### src/rtl/alu_arbiter_if.sv
// Handshake and ALU-side bundle for alu_arbiter: two request channels,
// two response channels and the shared-ALU operand/result wires.
interface alu_arbiter_if #(
    parameter int DATA_W = 16,
    parameter int IMM_W  = 6,
    parameter int OP_W   = 3,
    parameter int FN_W   = 4
);
    logic              req0_valid;
    logic              req0_ready;
    logic [DATA_W-1:0] req0_rs1;
    logic [DATA_W-1:0] req0_rs2;
    logic [IMM_W-1:0]  req0_imm;
    logic [OP_W-1:0]   req0_op;
    logic [FN_W-1:0]   req0_func4;

    logic              req1_valid;
    logic              req1_ready;
    logic [DATA_W-1:0] req1_rs1;
    logic [DATA_W-1:0] req1_rs2;
    logic [IMM_W-1:0]  req1_imm;
    logic [OP_W-1:0]   req1_op;
    logic [FN_W-1:0]   req1_func4;

    logic              rsp0_valid;
    logic              rsp0_ready;
    logic [DATA_W-1:0] rsp0_data;
    logic              rsp1_valid;
    logic              rsp1_ready;
    logic [DATA_W-1:0] rsp1_data;

    logic [DATA_W-1:0] alu_rs1_data;
    logic [DATA_W-1:0] alu_rs2_data;
    logic [IMM_W-1:0]  alu_imm;
    logic [OP_W-1:0]   alu_op;
    logic [FN_W-1:0]   alu_func4;
    logic [DATA_W-1:0] alu_o;

    // Arbiter side
    modport slave (
        input  req0_valid, req0_rs1, req0_rs2, req0_imm, req0_op, req0_func4,
        output req0_ready,
        input  req1_valid, req1_rs1, req1_rs2, req1_imm, req1_op, req1_func4,
        output req1_ready,
        output rsp0_valid, rsp0_data,
        input  rsp0_ready,
        output rsp1_valid, rsp1_data,
        input  rsp1_ready,
        output alu_rs1_data, alu_rs2_data, alu_imm, alu_op, alu_func4,
        input  alu_o
    );

    // Requester / ALU side
    modport master (
        output req0_valid, req0_rs1, req0_rs2, req0_imm, req0_op, req0_func4,
        input  req0_ready,
        output req1_valid, req1_rs1, req1_rs2, req1_imm, req1_op, req1_func4,
        input  req1_ready,
        input  rsp0_valid, rsp0_data,
        output rsp0_ready,
        input  rsp1_valid, rsp1_data,
        output rsp1_ready,
        input  alu_rs1_data, alu_rs2_data, alu_imm, alu_op, alu_func4,
        output alu_o
    );
endinterface

### src/rtl/alu_arbiter.sv
// Round-robin arbiter sharing one combinational ALU between two requesters,
// with a one-entry response buffer per requester. Optional: ALU_ARB_STATS_EN.
module alu_arbiter #(
    parameter int DATA_W = 16,
    parameter int IMM_W  = 6,
    parameter int OP_W   = 3,
    parameter int FN_W   = 4
) (
    input  logic        clk,
    input  logic        rst,
    alu_arbiter_if.slave bus
`ifdef ALU_ARB_STATS_EN
    ,
    output logic [15:0] stat_grant0,
    output logic [15:0] stat_grant1,
    output logic [15:0] stat_conflict
`endif
);

    typedef enum logic {
        EMPTY = 1'b0,
        FULL  = 1'b1
    } buf_state_t;

    buf_state_t        state0;
    buf_state_t        state1;
    logic [DATA_W-1:0] data0;
    logic [DATA_W-1:0] data1;
    logic              last_grant;   // 0: req0 won last, 1: req1 won last
    logic              elig0;
    logic              elig1;
    logic              grant0;
    logic              grant1;

    // A full buffer being drained this cycle can be refilled in the same cycle.
    always_comb begin
        elig0  = bus.req0_valid && ((state0 == EMPTY) || bus.rsp0_ready);
        elig1  = bus.req1_valid && ((state1 == EMPTY) || bus.rsp1_ready);
        grant0 = elig0 && (!elig1 || last_grant);
        grant1 = elig1 && (!elig0 || !last_grant);
    end

    assign bus.req0_ready = grant0;
    assign bus.req1_ready = grant1;
    assign bus.rsp0_valid = (state0 == FULL);
    assign bus.rsp1_valid = (state1 == FULL);
    assign bus.rsp0_data  = data0;
    assign bus.rsp1_data  = data1;

    // Requester 0 drives the ALU whenever requester 1 is not granted.
    always_comb begin
        if (grant1) begin
            bus.alu_rs1_data = bus.req1_rs1;
            bus.alu_rs2_data = bus.req1_rs2;
            bus.alu_imm      = bus.req1_imm;
            bus.alu_op       = bus.req1_op;
            bus.alu_func4    = bus.req1_func4;
        end else begin
            bus.alu_rs1_data = bus.req0_rs1;
            bus.alu_rs2_data = bus.req0_rs2;
            bus.alu_imm      = bus.req0_imm;
            bus.alu_op       = bus.req0_op;
            bus.alu_func4    = bus.req0_func4;
        end
    end

    always_ff @(posedge clk or posedge rst) begin
        if (rst) begin
            state0     <= EMPTY;
            state1     <= EMPTY;
            data0      <= '0;
            data1      <= '0;
            last_grant <= 1'b1;
        end else begin
            if (grant0) begin
                state0 <= FULL;
                data0  <= bus.alu_o;
            end else if (bus.rsp0_ready) begin
                state0 <= EMPTY;
            end

            if (grant1) begin
                state1 <= FULL;
                data1  <= bus.alu_o;
            end else if (bus.rsp1_ready) begin
                state1 <= EMPTY;
            end

            if (grant0) begin
                last_grant <= 1'b0;
            end else if (grant1) begin
                last_grant <= 1'b1;
            end
        end
    end

`ifdef ALU_ARB_STATS_EN
    always_ff @(posedge clk or posedge rst) begin
        if (rst) begin
            stat_grant0   <= '0;
            stat_grant1   <= '0;
            stat_conflict <= '0;
        end else begin
            if (grant0 && (stat_grant0 != '1)) begin
                stat_grant0 <= stat_grant0 + 16'd1;
            end
            if (grant1 && (stat_grant1 != '1)) begin
                stat_grant1 <= stat_grant1 + 16'd1;
            end
            if (elig0 && elig1 && (stat_conflict != '1)) begin
                stat_conflict <= stat_conflict + 16'd1;
            end
        end
    end
`endif

endmodule

### src/flat_wrapper.sv
// flat-port wrapper written by rule: the top's interface ports become plain ports
module alu_arbiter_flat 
#(
    parameter int DATA_W = 16,
    parameter int IMM_W  = 6,
    parameter int OP_W   = 3,
    parameter int FN_W   = 4
)
  (clk, rst, bus_req0_valid, bus_req0_rs1, bus_req0_rs2, bus_req0_imm, bus_req0_op, bus_req0_func4, bus_req0_ready, bus_req1_valid, bus_req1_rs1, bus_req1_rs2, bus_req1_imm, bus_req1_op, bus_req1_func4, bus_req1_ready, bus_rsp0_valid, bus_rsp0_data, bus_rsp0_ready, bus_rsp1_valid, bus_rsp1_data, bus_rsp1_ready, bus_alu_rs1_data, bus_alu_rs2_data, bus_alu_imm, bus_alu_op, bus_alu_func4, bus_alu_o);
  alu_arbiter_if #(.DATA_W(DATA_W), .IMM_W(IMM_W), .OP_W(OP_W), .FN_W(FN_W)) bus_i ();
  input  logic clk;
  input  logic rst;
  input wire logic [$bits(bus_i.req0_valid)-1:0] bus_req0_valid;
  input wire logic [$bits(bus_i.req0_rs1)-1:0] bus_req0_rs1;
  input wire logic [$bits(bus_i.req0_rs2)-1:0] bus_req0_rs2;
  input wire logic [$bits(bus_i.req0_imm)-1:0] bus_req0_imm;
  input wire logic [$bits(bus_i.req0_op)-1:0] bus_req0_op;
  input wire logic [$bits(bus_i.req0_func4)-1:0] bus_req0_func4;
  output wire logic [$bits(bus_i.req0_ready)-1:0] bus_req0_ready;
  input wire logic [$bits(bus_i.req1_valid)-1:0] bus_req1_valid;
  input wire logic [$bits(bus_i.req1_rs1)-1:0] bus_req1_rs1;
  input wire logic [$bits(bus_i.req1_rs2)-1:0] bus_req1_rs2;
  input wire logic [$bits(bus_i.req1_imm)-1:0] bus_req1_imm;
  input wire logic [$bits(bus_i.req1_op)-1:0] bus_req1_op;
  input wire logic [$bits(bus_i.req1_func4)-1:0] bus_req1_func4;
  output wire logic [$bits(bus_i.req1_ready)-1:0] bus_req1_ready;
  output wire logic [$bits(bus_i.rsp0_valid)-1:0] bus_rsp0_valid;
  output wire logic [$bits(bus_i.rsp0_data)-1:0] bus_rsp0_data;
  input wire logic [$bits(bus_i.rsp0_ready)-1:0] bus_rsp0_ready;
  output wire logic [$bits(bus_i.rsp1_valid)-1:0] bus_rsp1_valid;
  output wire logic [$bits(bus_i.rsp1_data)-1:0] bus_rsp1_data;
  input wire logic [$bits(bus_i.rsp1_ready)-1:0] bus_rsp1_ready;
  output wire logic [$bits(bus_i.alu_rs1_data)-1:0] bus_alu_rs1_data;
  output wire logic [$bits(bus_i.alu_rs2_data)-1:0] bus_alu_rs2_data;
  output wire logic [$bits(bus_i.alu_imm)-1:0] bus_alu_imm;
  output wire logic [$bits(bus_i.alu_op)-1:0] bus_alu_op;
  output wire logic [$bits(bus_i.alu_func4)-1:0] bus_alu_func4;
  input wire logic [$bits(bus_i.alu_o)-1:0] bus_alu_o;
  assign bus_i.req0_valid = bus_req0_valid;
  assign bus_i.req0_rs1 = bus_req0_rs1;
  assign bus_i.req0_rs2 = bus_req0_rs2;
  assign bus_i.req0_imm = bus_req0_imm;
  assign bus_i.req0_op = bus_req0_op;
  assign bus_i.req0_func4 = bus_req0_func4;
  assign bus_req0_ready = bus_i.req0_ready;
  assign bus_i.req1_valid = bus_req1_valid;
  assign bus_i.req1_rs1 = bus_req1_rs1;
  assign bus_i.req1_rs2 = bus_req1_rs2;
  assign bus_i.req1_imm = bus_req1_imm;
  assign bus_i.req1_op = bus_req1_op;
  assign bus_i.req1_func4 = bus_req1_func4;
  assign bus_req1_ready = bus_i.req1_ready;
  assign bus_rsp0_valid = bus_i.rsp0_valid;
  assign bus_rsp0_data = bus_i.rsp0_data;
  assign bus_i.rsp0_ready = bus_rsp0_ready;
  assign bus_rsp1_valid = bus_i.rsp1_valid;
  assign bus_rsp1_data = bus_i.rsp1_data;
  assign bus_i.rsp1_ready = bus_rsp1_ready;
  assign bus_alu_rs1_data = bus_i.alu_rs1_data;
  assign bus_alu_rs2_data = bus_i.alu_rs2_data;
  assign bus_alu_imm = bus_i.alu_imm;
  assign bus_alu_op = bus_i.alu_op;
  assign bus_alu_func4 = bus_i.alu_func4;
  assign bus_i.alu_o = bus_alu_o;
  alu_arbiter #(.DATA_W(DATA_W), .IMM_W(IMM_W), .OP_W(OP_W), .FN_W(FN_W)) u_core (.clk(clk), .rst(rst), .bus(bus_i));
endmodule
### config.mk
export PLATFORM = sky130hd
export DESIGN_NAME = alu_arbiter_flat
export DESIGN_NICKNAME = d
export VERILOG_FILES = /design/src/rtl/alu_arbiter_if.sv /design/src/rtl/alu_arbiter.sv /design/src/flat_wrapper.sv
export SDC_FILE = /design/constraint.sdc
export NUM_CORES = 1
export LEC_CHECK = 0
export BUFFER_PORTS_ARGS = -buffer_cell sky130_fd_sc_hd__buf_2
export CAP_MARGIN = 30
export CORE_MARGIN = 3
export CORE_UTILIZATION = 41
export DETAILED_ROUTE_END_ITERATION = 12
export PLACE_DENSITY_LB_ADDON = 0.15
export SETUP_SLACK_MARGIN = 0.15
export SKIP_LAST_GASP = 1
export SLEW_MARGIN = 20
export SYNTH_ARGS = -nofsm -noshare
export SYNTH_HDL_FRONTEND = slang
export SYNTH_SLANG_ARGS = --single-unit
### constraint.sdc
create_clock -name clk -period 2.9 [get_ports clk]
set_clock_uncertainty 0.05 [all_clocks]
set_input_delay 0.29 -clock clk [delete_from_list [all_inputs] [get_ports clk]]
set_output_delay 0.29 -clock clk [all_outputs]
set_load 0.02 [all_outputs]
## Word-level counts from Yosys, hierarchy flattened

Cells that the tools add are included.

| cells by class | value |
|---|---|
| magnitude comparators | 0 |
| bitwise operators | 2 |
| add/sub/neg operators | 0 |
| shift-type cells | 0 |
| equal/unequal tests | 0 |
| div/mod/pow operators | 0 |
| muxes and demuxes | 11 |
| reductions and logical operators | 14 |
| multiply operators | 0 |

Operator list:

| operator | count |
|---|---|
| $mux 16 | 2 |
| $mux 1 | 6 |
| $mux 6 | 1 |
| $reduce_bool 2->1 | 3 |
| $logic_and 1x1->1 | 4 |
| $logic_or 1x1->1 | 4 |
| $mux 4 | 1 |
| $logic_not 1->1 | 3 |
| $mux 3 | 1 |
| $not 1->1 | 2 |

| word-level totals | value |
|---|---|
| word-level logic and storage cells | 32 |
| bits in registers | 35 |
| memories | 0 |
| input bits | 112 |
| latch bits | 0 |
| memory bits (writable) | 0 |
| output and inout bits | 81 |
| memory bits (read-only) | 0 |

## Longest topological paths before layout

| logic depth | value |
|---|---|
| depth after elaboration | 8 |
| mapped depth | 5 |
| depth with buffers taken out | 3 |

## Worst setup path before layout

No wires, ideal clock.

| timing | value |
|---|---|
| kind | reg2out |
| start point | register u_core.state1 (netlist: u_core.bus.rsp1_valid) |
| end point | output port bus_alu_func4[0] |
| path slack | 0.954 ns |
| stages on the path, launching flop included | 6 |
| arrival | 1.606 ns |
| buffers on the path | 2 |
| required time | 2.560 ns |
| path through | dfrtp_1 nor2b_1 a311o_1 buf_2 buf_6 mux2_4 |

| between the ends | value |
|---|---|
| word-level cells in the longest chain between the ends | 5 |

Ends and longest elaborated chain:

| what | line | text |
|---|---|---|
| start: declaration | alu_arbiter.sv:26 | `buf_state_t state1;` |
| start signal: assignment | alu_arbiter.sv:70 | `state1 <= EMPTY;` |
| start signal: assignment | alu_arbiter.sv:83 | `state1 <= FULL;` |
| start signal: assignment | alu_arbiter.sv:86 | `state1 <= EMPTY;` |
| $not 1->1 | alu_arbiter.sv:38 | `elig1 = bus.req1_valid && ((state1 == EMPTY) \|\| bus.rsp1_ready);` |
| $logic_or 1x1->1 | alu_arbiter.sv:38 |  |
| $logic_and 1x1->1 | alu_arbiter.sv:38 |  |
| $logic_and 1x1->1 | alu_arbiter.sv:40 | `grant1 = elig1 && (!elig0 \|\| !last_grant);` |
| $mux 4 | alu_arbiter.sv:52 | `if (grant1) begin` |
| end: declaration | flat_wrapper.sv:37 | `output wire logic [$bits(bus_i.alu_func4)-1:0] bus_alu_func4;` |

No other way between the ends.

## Final worst setup path

| timing | value |
|---|---|
| start point | register u_core.state1 (netlist: u_core.bus.rsp1_valid) |
| end point | output port bus_alu_imm[1] |

| between the ends | value |
|---|---|
| word-level cells in the longest chain between the ends | 5 |

Ends and longest elaborated chain:

| what | line | text |
|---|---|---|
| $not 1->1 | alu_arbiter.sv:38 |  |
| $logic_or 1x1->1 | alu_arbiter.sv:38 |  |
| $logic_and 1x1->1 | alu_arbiter.sv:38 |  |
| $logic_and 1x1->1 | alu_arbiter.sv:40 |  |
| $mux 6 | alu_arbiter.sv:52 |  |
| end: declaration | flat_wrapper.sv:35 | `output wire logic [$bits(bus_i.alu_imm)-1:0] bus_alu_imm;` |

No other way between the ends.

==> impl_metrics.toml <==
[status]
status = "finished clean"

[floorplanning]
coreArea_sq_mm = 0.00488
die_w_um = 78.0
dieArea_sq_mm = 0.00608
ios = 193
start_util_pct = 43.6
rows = 25
die_h_um = 78.0

[grt]
antenna_found_initial = 0
grt_pass1_vias = 1869
grt_max_degree = 37
grt_overflow = 0
grt_pass1_wl_um = 9600
grtUsageTotal_pct = 20.1

[power]
ir_worst_vdd_mv = 0.478
leakagePower_nw = 1.90
cellPowerDensity_mw_per_mm2 = 649

[clock_tree]
cts_root_buf = "clkbuf_8"
cts_resized = 0
post-cts-setup-buffers = 0
cts.sinks = 35
cts_tree = "yes"
htree_num_levels = 2
clk_pin_slew_ns = 0.07
clkLatencyLatePin_ns = 0.28
cts_hold_buf = 0
cts_buffers = 5
clk_path_buf_depth = 2

[route]
wl_per_cell_um = 16.1
drtIter0Drc = 26
routed_wl_um = 6360
vias = 1793
drc = 0
routed_via_density = 4.53
first_pass_iters = 4
drtAntennaViolNets = 0

[sta]
grt_setup_unrepaired = "no"
hold_viol = 0
max_freq_mhz = 408
slew_headroom_pct = 70.9
setup_slack_ns = 0.446
timing.final.crit_period_ns = 2.45
whs_ns = 0.0525
final.setup.tns_ns = 0
fin_crit_sh_pct = 84.6
maxSlewViolCount = 0
tightest_slew_ns = 0.437
final-setup-viol-count = 0

[setup_path]
crit_path_max_incr_delay_ns = 0.40
required_ns = 2.56
start_kind = "register"
cp_cell_sequence = "nor2b_1 -> a311o_2 -> buf_12 -> mux2_4 -> buf_2"
r2r-end = "u_core.bus.rsp1_data[2]$_DFFE_PP0P_"
reg2regPathDepth = 4
cp_top_family = "buffers and inverters"
cp_slowest_cell = "a311o_2"
critPathKind = "register to primary output"
reg2reg_from = "u_core.bus.rsp1_valid$_DFFE_PP0P_"
worstPathBufferInverterCount = 2
worst-path-max-fanout = 36
cp_data_arrival_time_ns = 2.11
worstSetupEndpointType = "primary output"
r2r_slack_ns = 1.03

[cells_and_area]
areaGrowthSynthToFinish_pct = 53.7
stdcell_count = 396
n_antenna_cell = 0
final_common_cell = "buf_2"
postLayoutCoreUtil_pct = 66.9
drive_gt1_share_pct = 86.6
nets = 440
layout_common_cells = "buf_2, mux2_4, dfrtp_1, mux2_2, clkbuf_8"
fillers = 393

[placed_design]
place_hpwl_um = 5360
place.gp.congestion = 0.698
place_ws_ns = 0.702
place_inst = 388
portBuffers = 192

[yosys]
syn_area_per_cell_sq_um = 16.0
synthesis.area_sq_mm = 0.00213
syn-num-nets = 245
yosysSeqAreaShare_pct = 41.3
ys.warnings.count = 0
ys_seq_elements = 35
synth_cells = 133
synth.distinct_cells = 14

[flow_run]
drv_cap = 0

[hold_path]
hold_class = "input port to async pin"
[worst min-delay path, cell delays in order]
cell and delay [ns]:
buf_2 0.09, inv_1 0.04, buf_4 0.38
[layer usage]
layer | vias up | routed length, um | track usage (%)
li1 | 865 | - | -
met1 | 842 | 2330 | 22.7
met2 | 86 | 3570 | 38.4
met3 | 0 | 465 | 5.22
met4 | 0 | 0 | 2.62
met5 | - | 0 | 0
[sequential cells by signal, summed over array words and instances, names as in the netlist]
name	count
u_core.bus.rsp1_data	16
u_core.bus.rsp0_data	16
u_core.last_grant	1
u_core.bus.rsp0_valid	1
u_core.bus.rsp1_valid	1
[power by group]
| group | switching (mW) | leakage [nW] | internal (mW) | total, mW |
|---|---|---|---|---|
| clock | 0.163 | 0.0612 | 0.278 | 0.441 |
| combinational | 0.515 | 1.43 | 0.478 | 0.993 |
| sequential | 0.0656 | 0.407 | 0.620 | 0.686 |
| total | 0.744 | 1.90 | 1.38 | 2.12 |
[final cells by class]
class	count	area, sq um	area share [%]
flip-flops and latches	35	877	26.8
inverters	4	15.0	0.460
clock inverters	2	35.0	1.07
multi-input cells	86	1160	35.4
clock buffers	6	82.6	2.53
repair buffers	196	1020	31.1
well taps	67	83.8	2.57
[metrics by stage]
stage          instance area [sq um]  total power [mW]
6_report                        3270              2.12
5_1_grt                         3270              2.24
3_5_place_dp                    3150              1.70
3_3_place_gp                    3150              1.68
4_1_cts                         3270              2.15
2_1_floorplan                   2130              1.37
[cell usage after synthesis]
| master | count | share of area (%) |
|---|---|---|
| inv_1 | 4 | 0.71 |
| nand2b_1 | 2 | 0.59 |
| o2bb2ai_1 | 1 | 0.41 |
| dfstp_2 | 1 | 1.2 |
| dfrtp_1 | 34 | 40 |
| mux2_4 | 58 | 41 |
| nand2b_4 | 1 | 0.65 |
| nand2_1 | 2 | 0.35 |
| buf_2 | 2 | 0.47 |
| buf_6 | 6 | 3.2 |
| nor2b_1 | 1 | 0.29 |
| mux2_2 | 19 | 10 |
| a311o_1 | 1 | 0.47 |
| o211ai_2 | 1 | 0.59 |
[worst max-delay path by stage]
stage	startpoint	endpoint	slack [ns]	depth (start not counted)
4_1_cts	u_core.bus.rsp1_valid$_DFFE_PP0P_	bus_alu_rs2_data[0]	0.43	5
6_report	u_core.bus.rsp1_valid$_DFFE_PP0P_	bus_alu_imm[1]	0.45	5
3_3_place_gp	bus_rsp1_ready	bus_alu_imm[0]	0.73	6
5_1_grt	u_core.bus.rsp1_valid$_DFFE_PP0P_	bus_alu_imm[1]	0.31	5
3_5_place_dp	bus_rsp1_ready	bus_alu_rs2_data[0]	0.70	6
2_1_floorplan	u_core.bus.rsp1_valid$_DFFE_PP0P_	bus_alu_func4[0]	0.95	5
[logic make-up after synthesis]
kind of cell           Yosys count  share of synthesized area [%]
AOI/OAI and AO/OA                3                           1.47
buffers and inverters           12                           4.36
DFF                             35                           41.3
muxes                           77                           51.0
and+or+nand+nor                  6                           1.88
(Power assumes the default switching activity.)
